## src/rtl/pipeline_ctrl_pkg.sv

```systemverilog
// Shared types and constants for the pipeline stall/flush controller.
package pipeline_ctrl_pkg;

  localparam int unsigned REG_IDX_W = 5;
  localparam logic [REG_IDX_W-1:0] X0 = 5'd0;

  typedef enum logic {
    RUN      = 1'b0,
    MEM_WAIT = 1'b1
  } state_t;

endpackage

```

## src/rtl/hazard_detect.sv

```systemverilog
// Load-use hazard compare between the instruction in ID and a load in ID_EX.
// Ports: id_rs1/id_rs2 (ID sources), idex_rd/idex_memread (ID_EX load),
//        load_use (1 = ID consumes the register the load is still producing).
module hazard_detect
  import pipeline_ctrl_pkg::*;
(
  input  logic [REG_IDX_W-1:0] id_rs1,
  input  logic [REG_IDX_W-1:0] id_rs2,
  input  logic [REG_IDX_W-1:0] idex_rd,
  input  logic                 idex_memread,
  output logic                 load_use
);

  // x0 is hard-wired zero, so a load targeting it never creates a dependency
  assign load_use = idex_memread & (idex_rd != X0) &
                    ((idex_rd == id_rs1) | (idex_rd == id_rs2));

endmodule

```

## src/rtl/pipeline_ctrl.sv

```systemverilog
// Central stall/flush controller for the 5-stage pipeline.
// Ports: clk/reset (sync, active-high); ID/ID_EX/EX_MEM hazard inputs;
//        dmem_req/dmem_ready handshake; per-stage enables and flushes;
//        pc_sel (branch target select); mem_err (sticky timeout);
//        stall_cnt/flush_cnt performance counters.
// Outputs are combinational from state and inputs.
module pipeline_ctrl
  import pipeline_ctrl_pkg::*;
#(
  parameter int unsigned MEM_WAIT_MAX = 16,
  parameter int unsigned CNT_W        = 32
) (
  input  logic                 clk,
  input  logic                 reset,
  input  logic [REG_IDX_W-1:0] id_rs1,
  input  logic [REG_IDX_W-1:0] id_rs2,
  input  logic [REG_IDX_W-1:0] idex_rd,
  input  logic                 idex_memread,
  input  logic                 exmem_branch,
  input  logic                 exmem_zero,
  input  logic                 exmem_memread,
  input  logic                 exmem_memwrite,
  input  logic                 dmem_ready,
  output logic                 dmem_req,
  output logic                 pc_en,
  output logic                 ifid_en,
  output logic                 idex_en,
  output logic                 exmem_en,
  output logic                 memwb_en,
  output logic                 ifid_flush,
  output logic                 idex_flush,
  output logic                 exmem_flush,
  output logic                 pc_sel,
  output logic                 mem_err,
  output logic [CNT_W-1:0]     stall_cnt,
  output logic [CNT_W-1:0]     flush_cnt
);

  localparam int unsigned WAIT_W = $clog2(MEM_WAIT_MAX + 1);

  state_t            state;
  state_t            state_next;
  logic              load_use;
  logic              mem_access;
  logic              branch_taken;
  logic              frozen;
  logic              stall_ev;
  logic              flush_ev;
  logic              wait_inc;
  logic              wait_clr;
  logic [WAIT_W-1:0] wait_cnt;

  hazard_detect u_hazard (
    .id_rs1       (id_rs1),
    .id_rs2       (id_rs2),
    .idex_rd      (idex_rd),
    .idex_memread (idex_memread),
    .load_use     (load_use)
  );

  assign mem_access   = exmem_memread | exmem_memwrite;
  assign branch_taken = exmem_branch & exmem_zero;

  // State register
  always_ff @(posedge clk) begin
    if (reset) state <= RUN;
    else       state <= state_next;
  end

  // Next state, output muxing and event strobes; priority: mem wait > branch > load-use
  always_comb begin
    state_next  = state;
    dmem_req    = 1'b0;
    pc_en       = 1'b1;
    ifid_en     = 1'b1;
    idex_en     = 1'b1;
    exmem_en    = 1'b1;
    memwb_en    = 1'b1;
    ifid_flush  = 1'b0;
    idex_flush  = 1'b0;
    exmem_flush = 1'b0;
    pc_sel      = 1'b0;
    frozen      = 1'b0;
    stall_ev    = 1'b0;
    flush_ev    = 1'b0;
    wait_inc    = 1'b0;
    wait_clr    = 1'b0;

    if (reset) begin
      state_next  = RUN;
      pc_en       = 1'b0;
      ifid_en     = 1'b0;
      idex_en     = 1'b0;
      exmem_en    = 1'b0;
      memwb_en    = 1'b0;
      ifid_flush  = 1'b1;
      idex_flush  = 1'b1;
      exmem_flush = 1'b1;
    end else begin
      if (state == MEM_WAIT) begin
        dmem_req = 1'b1;
        if (dmem_ready) begin
          state_next = RUN;
        end else begin
          frozen   = 1'b1;
          wait_inc = 1'b1;
        end
      end else if (mem_access) begin
        dmem_req = 1'b1;
        if (!dmem_ready) begin
          frozen     = 1'b1;
          wait_clr   = 1'b1;
          state_next = MEM_WAIT;
        end
      end

      if (frozen) begin
        pc_en    = 1'b0;
        ifid_en  = 1'b0;
        idex_en  = 1'b0;
        exmem_en = 1'b0;
        memwb_en = 1'b0;
        stall_ev = 1'b1;
      end else if (branch_taken) begin
        pc_sel      = 1'b1;
        ifid_flush  = 1'b1;
        idex_flush  = 1'b1;
        exmem_flush = 1'b1;
        flush_ev    = 1'b1;
      end else if (load_use) begin
        pc_en      = 1'b0;
        ifid_en    = 1'b0;
        idex_flush = 1'b1;
        stall_ev   = 1'b1;
      end
    end
  end

  // Performance counters, wrap naturally at 2^CNT_W
  always_ff @(posedge clk) begin
    if (reset) begin
      stall_cnt <= '0;
      flush_cnt <= '0;
    end else begin
      if (stall_ev) stall_cnt <= stall_cnt + CNT_W'(1);
      if (flush_ev) flush_cnt <= flush_cnt + CNT_W'(1);
    end
  end

  // Wait-cycle counter and sticky timeout; mem_err sets on the edge the count reaches the limit
  always_ff @(posedge clk) begin
    if (reset) begin
      wait_cnt <= '0;
      mem_err  <= 1'b0;
    end else begin
      if (wait_clr) begin
        wait_cnt <= '0;
      end else if (wait_inc && (wait_cnt < WAIT_W'(MEM_WAIT_MAX))) begin
        wait_cnt <= wait_cnt + WAIT_W'(1);
      end
      if (wait_inc && (32'(wait_cnt) + 32'd1 >= 32'(MEM_WAIT_MAX))) begin
        mem_err <= 1'b1;
      end
    end
  end

endmodule

```

## config.mk

```make
export PLATFORM = sky130hd
export DESIGN_NAME = pipeline_ctrl
export DESIGN_NICKNAME = d
export VERILOG_FILES = /design/src/rtl/pipeline_ctrl_pkg.sv /design/src/rtl/hazard_detect.sv /design/src/rtl/pipeline_ctrl.sv
export SDC_FILE = /design/constraint.sdc
export NUM_CORES = 1
export LEC_CHECK = 0
export ABC_AREA = 1
export CORE_MARGIN = 2
export CORE_UTILIZATION = 43
export CTS_CLUSTER_DIAMETER = 100
export CTS_CLUSTER_SIZE = 25
export DETAILED_ROUTE_END_ITERATION = 12
export HOLD_SLACK_MARGIN = 0.15
export MAX_ROUTING_LAYER = met4
export PLACE_DENSITY = 0.69
export SYNTH_ARGS = -nofsm -noshare
export SYNTH_HDL_FRONTEND = slang
export SYNTH_SLANG_ARGS = --single-unit
```

## constraint.sdc

```tcl
create_clock -name clk -period 1.9 [get_ports clk]
set_input_delay 0.285 -clock clk [delete_from_list [all_inputs] [get_ports clk]]
set_output_delay 0.285 -clock clk [all_outputs]
set_load 0.005 [all_outputs]
```

==> impl_metrics.json, run 1 <==
{
  "status": "complete, no violations",
  "yosys_most_used_dff": "dfxtp_1",
  "dp.cells": 888,
  "fmax_ghz": 0.550,
  "track_usage": 0.222,
  "grt_max_degree": 36,
  "initial_utilization": 0.448,
  "cts_buffer_depth": 2,
  "stdcell_count": 908,
  "place.gp.congestion": 0.949,
  "max_slew_margin": 0.744,
  "hpwlAfterDp_mm": 8.47,
  "required_ns": 1.62,
  "path_class": "in -> out",
  "hold_path_end": "mem_err",
  "ir_drop_uv": 337,
  "dr_total_vias": 4482,
  "met3_length_um": 447,
  "synth.most_common_cell": "nand2_1",
  "hold_start": "mem_err",
  "drt_first_pass_iters": 5,
  "avgSynthCellArea_sq_um": 6.47,
  "synth.area.top_cells": "dfxtp_1 (34%), nand2_1 (14%), nor2_1 (8.1%)",
  "ys_warn_count": 0,
  "wl_per_cell_um": 12.3,
  "synth_top_cells_by_count": "nand2_1 (161), nor2_1 (90), inv_1 (78)",
  "die_h_um": 103,
  "die_x_um": 103,
  "vias_per_cell": 4.94,
  "io_buffers": 97,
  "grt_pass1_vias": 4065,
  "place_ws_ns": -0.322,
  "grt_pass1_wl_mm": 18.4,
  "post-route-util": 0.612,
  "cts.sinks": 71,
  "maxCapViolations": 0,
  "placementRows": 35,
  "path_common_cell": "nand2_1",
  "area_growth_syn_to_layout_pct": 36.4,
  "yosysUniqueCellTypes": 37,
  "drt-total-wl_mm": 11.1,
  "finalMaxSlewViolations": 0,
  "cp.arrival_ns": 1.53,
  "cts_hold_buf": 0,
  "worst_slack_ns": 0.0802,
  "yosysTopAreaCellShare": 0.340,
  "final_nets": 800,
  "cts.clk_slew.worst_paths_ns": 0.08,
  "r2r-end": "flush_cnt[24]",
  "cp_slowest_cell": "clkdlybuf4s50_1",
  "synthCells": 646,
  "grt-ovfl-total": 0,
  "n_antenna_cell": 0,
  "ant_nets": 0,
  "syn_area_sq_um": 4180,
  "cts_tree": "yes",
  "post-route-period-util": 0.958,
  "synth-edff-count": 0,
  "leakage_nw": 2.36,
  "drc": 0,
  "finClkSkew_ns": 0.0166,
  "drive_gt1_frac": 0.146,
  "critPathCaptureType": "primary output",
  "power_density_nw_per_um2": 512,
  "synthArstFlopShare": 0,
  "syn-num-nets": 672,
  "hold_class": "reg -> reg",
  "coreArea_sq_um": 9330,
  "r2r-start": "flush_cnt[1]",
  "wl_met2_mm": 5.21,
  "slowest_delay_ns": 0.49,
  "setup_viol": 0,
  "p_total_mw": 2.92,
  "r2r_slack_ns": 0.17,
  "synth-seq-area-share": 0.340,
  "htreeDepth": 3,
  "antenna_found_initial": 0,
  "clk_latency_ns": 0.34,
  "dieArea_sq_um": 10500,
  "rr_worst_depth": 12,
  "m1WireLength_mm": 5.36,
  "top_layer": "met4",
  "ctsRootBufferMaster": "clkbuf_8",
  "setup_tns_ns": 0,
  "pin_count": 98,
  "hold_path_depth": 2,
  "synth-seq-cells": 71,
  "dr.first_iter.drc_count": 198,
  "worstPathMaxFanout": 2,
  "period_minus_slack_ns": 1.82,
  "cts_inserted_buffers": 9,
  "path_cells": "clkdlybuf4s50_1 > inv_1 > nand2_1 > nand2_1 > nor2_1 > nand3_1 > nand2_2 > buf_4 > nand3_1 > nand2_1 > buf_2",
  "start_kind": "input port",
  "tightestPinTransition_ns": 0.384,
  "synth_top_area_cell": "dfxtp_1",
  "hold_viol_final": 0
}
area by class of cell:
class / instances / area (sq um)
flip-flops and latches: 71 / 1420
multi-input cells: 471 / 2360
well taps: 129 / 161
inverters: 84 / 315
fillers: 899 / 3620
clock buffers: 9 / 124
clock inverters: 7 / 48.8
repair buffers: 137 / 1270
kinds of logic after synthesis:
group	Yosys count	synth area share
AO/OA/AOI/OAI	77	0.0954
XOR/XNOR	9	0.0188
adder cells (fa/ha/maj)	3	0.00897
buffers and inverters	104	0.105
flip-flops	71	0.340
AND/OR/NAND/NOR	382	0.432
per-layer routing:
layer  track usage  vias up
met5             -        -
met4        0.0544        0
met3        0.0251       10
met2         0.366       99
met1         0.291     2048
li1              -     2325
timing repair:
item,in CTS,in global routing
resized for setup,30,14
cloned,0,0
setup endpoints to repair,10,9
buffers inserted,4,0
pin swaps,3,5
worst max path at each step:
stage,start,endpoint,cells after the start
floorplan,stall_cnt[0],stall_cnt[28],12
global placement,idex_rd[0],idex_flush,10
detailed placement,idex_rd[1],ifid_en,11
CTS,id_rs2[0],pc_en,11
global route,id_rs2[2],idex_flush,11
finish,id_rs2[2],idex_flush,11
flip-flops by register name (all words and copies together) (netlist names):
name       cells
flush_cnt     32
stall_cnt     32
wait_cnt       5
mem_err        1
state          1
metrics by stage:
stage               cell area [sq um]  hold slack (ns)
floorplan                        4180            0.447
global placement                 5490            0.446
detailed placement               5490            0.450
CTS                              5680            0.466
global route                     5710            0.494
finish                           5710            0.458
worst max-delay path, delay by kind of cell:
| family | cells | cell delay [ns] |
|---|---|---|
| buffers and inverters | 4 | 0.76 |
| AND/OR/NAND/NOR | 7 | 0.50 |
power by group:
| group | internal (mW) | leakage [nW] | switching (mW) |
|---|---|---|---|
| logic | 0.157 | 1.71 | 0.173 |
| registers | 1.49 | 0.573 | 0.00662 |
| clock network | 0.473 | 0.0776 | 0.617 |
| total | 2.13 | 2.36 | 0.797 |
layout by cell type (no fill, tap or decap), types with 10 or more instances in the layout:
cell,instances
buf_4,38
nor2_2,13
inv_1,74
clkdlybuf4s50_1,75
a21oi_1,54
nor2_1,85
dlygate4sd2_1,14
o21ai_0,14
nor3_1,18
dfxtp_1,70
inv_2,10
nand3_1,53
nand2_1,161
Power figures use the tool's default switching activity.
==> run 2: changes to the inputs <==
--- a/config.mk
+++ b/config.mk
@@ -7,13 +7,13 @@
 export LEC_CHECK = 0
 export ABC_AREA = 1
 export CORE_MARGIN = 2
-export CORE_UTILIZATION = 43
+export CORE_UTILIZATION = 51
 export CTS_CLUSTER_DIAMETER = 100
 export CTS_CLUSTER_SIZE = 25
 export DETAILED_ROUTE_END_ITERATION = 12
 export HOLD_SLACK_MARGIN = 0.15
 export MAX_ROUTING_LAYER = met4
-export PLACE_DENSITY = 0.69
+export PLACE_DENSITY = 0.8
 export SYNTH_ARGS = -nofsm -noshare
 export SYNTH_HDL_FRONTEND = slang
 export SYNTH_SLANG_ARGS = --single-unit
==> impl_metrics.json, run 2 (synthesis results as in run 1) <==
{
  "clk_latency_ns": 0.34,
  "coreArea_sq_um": 8090,
  "wl_per_cell_um": 12.5,
  "grt-ovfl-total": 0,
  "worst_slack_ns": 0.0517,
  "die_h_um": 94.6,
  "cts_inserted_buffers": 9,
  "place.gp.congestion": 0.943,
  "worstPathMaxFanout": 3,
  "grt_pass1_vias": 4177,
  "fillCellCount": 694,
  "ctsRootBufferMaster": "clkbuf_8",
  "place_ws_ns": -0.358,
  "path_buf_inv": 6,
  "drc": 0,
  "max_slew_margin": 0.741,
  "dp.cells": 863,
  "maxCapViolations": 0,
  "antenna_found_initial": 0,
  "path_cells": "clkdlybuf4s50_1 > inv_2 > nand2_4 > buf_12 > nand2_4 > inv_1 > nor2_2 > buf_4 > nand2_1 > clkbuf_2",
  "tightestPinTransition_ns": 0.385,
  "track_usage": 0.264,
  "hpwlAfterDp_mm": 8.40,
  "ir_drop_uv": 409,
  "leakage_nw": 2.44,
  "setup_viol": 0,
  "dr_total_vias": 4529,
  "post_dp_cell_area_sq_um": 5480,
  "path_class": "in -> out",
  "stdcell_count": 888,
  "finalMaxSlewViolations": 0,
  "cp.arrival_ns": 1.56,
  "drt_first_pass_iters": 4,
  "dieArea_sq_um": 8940,
  "die_x_um": 94.6,
  "largestRegisters": "flush_cnt x32, stall_cnt x32, wait_cnt x5",
  "dr.first_iter.drc_count": 199,
  "post-route-period-util": 0.973,
  "critPathCaptureType": "primary output",
  "period_minus_slack_ns": 1.85,
  "drive_gt1_frac": 0.156,
  "cts.clk_slew.worst_paths_ns": 0.08,
  "layout_common_cells": "nand2_1 (161), nor2_1 (86), inv_1 (72), clkdlybuf4s50_1 (72), dfxtp_1 (68)",
  "io_buffers": 97,
  "initial_utilization": 0.517,
  "crit_family": "buffers and inverters",
  "grt_max_degree": 31,
  "start_kind": "input port",
  "cts_tree": "yes",
  "power_density_nw_per_um2": 563,
  "final_nets": 804,
  "post-route-util": 0.714,
  "rsz0062_at_grt": "true",
  "status": "complete, no violations",
  "hold_viol_final": 0,
  "drt-total-wl_mm": 11.1,
  "grt_pass1_wl_mm": 18.4,
  "path_common_cell": "nand2_4",
  "fmax_ghz": 0.541,
  "final_common_cell": "nand2_1",
  "postLayoutCellArea_sq_um": 5780,
  "area_growth_syn_to_layout_pct": 38.2,
  "n_antenna_cell": 0,
  "pin_count": 98,
  "cts.sinks": 71,
  "ant_nets": 0,
  "slowest_delay_ns": 0.44,
  "cp_slowest_cell": "clkdlybuf4s50_1",
  "htreeDepth": 3,
  "holdWs_ns": 0.442,
  "placementRows": 33,
  "hold_class": "in -> reg",
  "cts_buffer_depth": 2,
  "required_ns": 1.62,
  "vias_per_cell": 5.10,
  "finClkSkew_ns": 0.00765
}
==> run 2: changes by cell type in the layout (fill, tap and decap cells not counted), moves of 3 or more <==
cell,change
clkinvlp_4,-4
buf_12,+3
clkdlybuf4s50_1,-3
dlygate4sd2_1,+3
==> run 2: per-layer routing <==
layer,GRT usage,vias to the layer above,part of all wire
li1,-,2329,-
met1,0.324,2061,0.44
met2,0.440,121,0.49
met3,0.0439,18,0.049
met4,0.0942,0,0.018
met5,-,-,0
==> run 2: layout make-up <==
class / count / area [sq um] / share of cell area
sequential: 71 / 1430 / 0.247
clock buffer: 11 / 151 / 0.0262
multi-input combinational: 471 / 2360 / 0.408
clock inverter: 5 / 78.8 / 0.0136
timing repair buffer: 141 / 1320 / 0.229
tap: 105 / 131 / 0.0227
inverter: 84 / 315 / 0.0546
==> run 2: path summary, 6_finish.rpt <==
check	start	slack (ns)	depth (start not counted)	end
max	dmem_ready	0.05	10	idex_flush
min	exmem_memwrite	0.44	6	state
max reg2reg	state	0.12	13	flush_cnt[18]
min reg2reg	mem_err	0.46	2	mem_err
==> run 2: power breakdown <==
group	internal, mW	switching [mW]	total (mW)
logic	0.164	0.174	0.337
clock network	0.812	0.600	1.41
registers	1.50	0.00693	1.50
total	2.47	0.780	3.25
==> run 2: worst register-to-register path, delay by kind of cell (launching register included) <==
kind                   cells  cell delay (ns)
AND/OR/NAND/NOR            7             0.71
buffers and inverters      4             0.42
flip-flops                 1             0.32
AO/OA/AOI/OAI              2             0.23
==> run 2: what timing repair did <==
item | CTS | global route
resized for setup | 34 | 24
hold endpoints to repair | 0 | 0
buffers inserted | 5 | 4
hold buffers | 0 | 0
pin swaps | 7 | 5
gates cloned | 0 | 0
endpoints found under the setup margin | 10 | 16
==> run 2: stage by stage <==
step                      power (mW)  TNS, ns
final                           3.25        0
after global routing            3.38  -0.0195
after CTS                       3.26   -0.142
after detailed placement        1.87    -8.75
after global placement          1.86    -6.33
after floorplan                 1.70        0
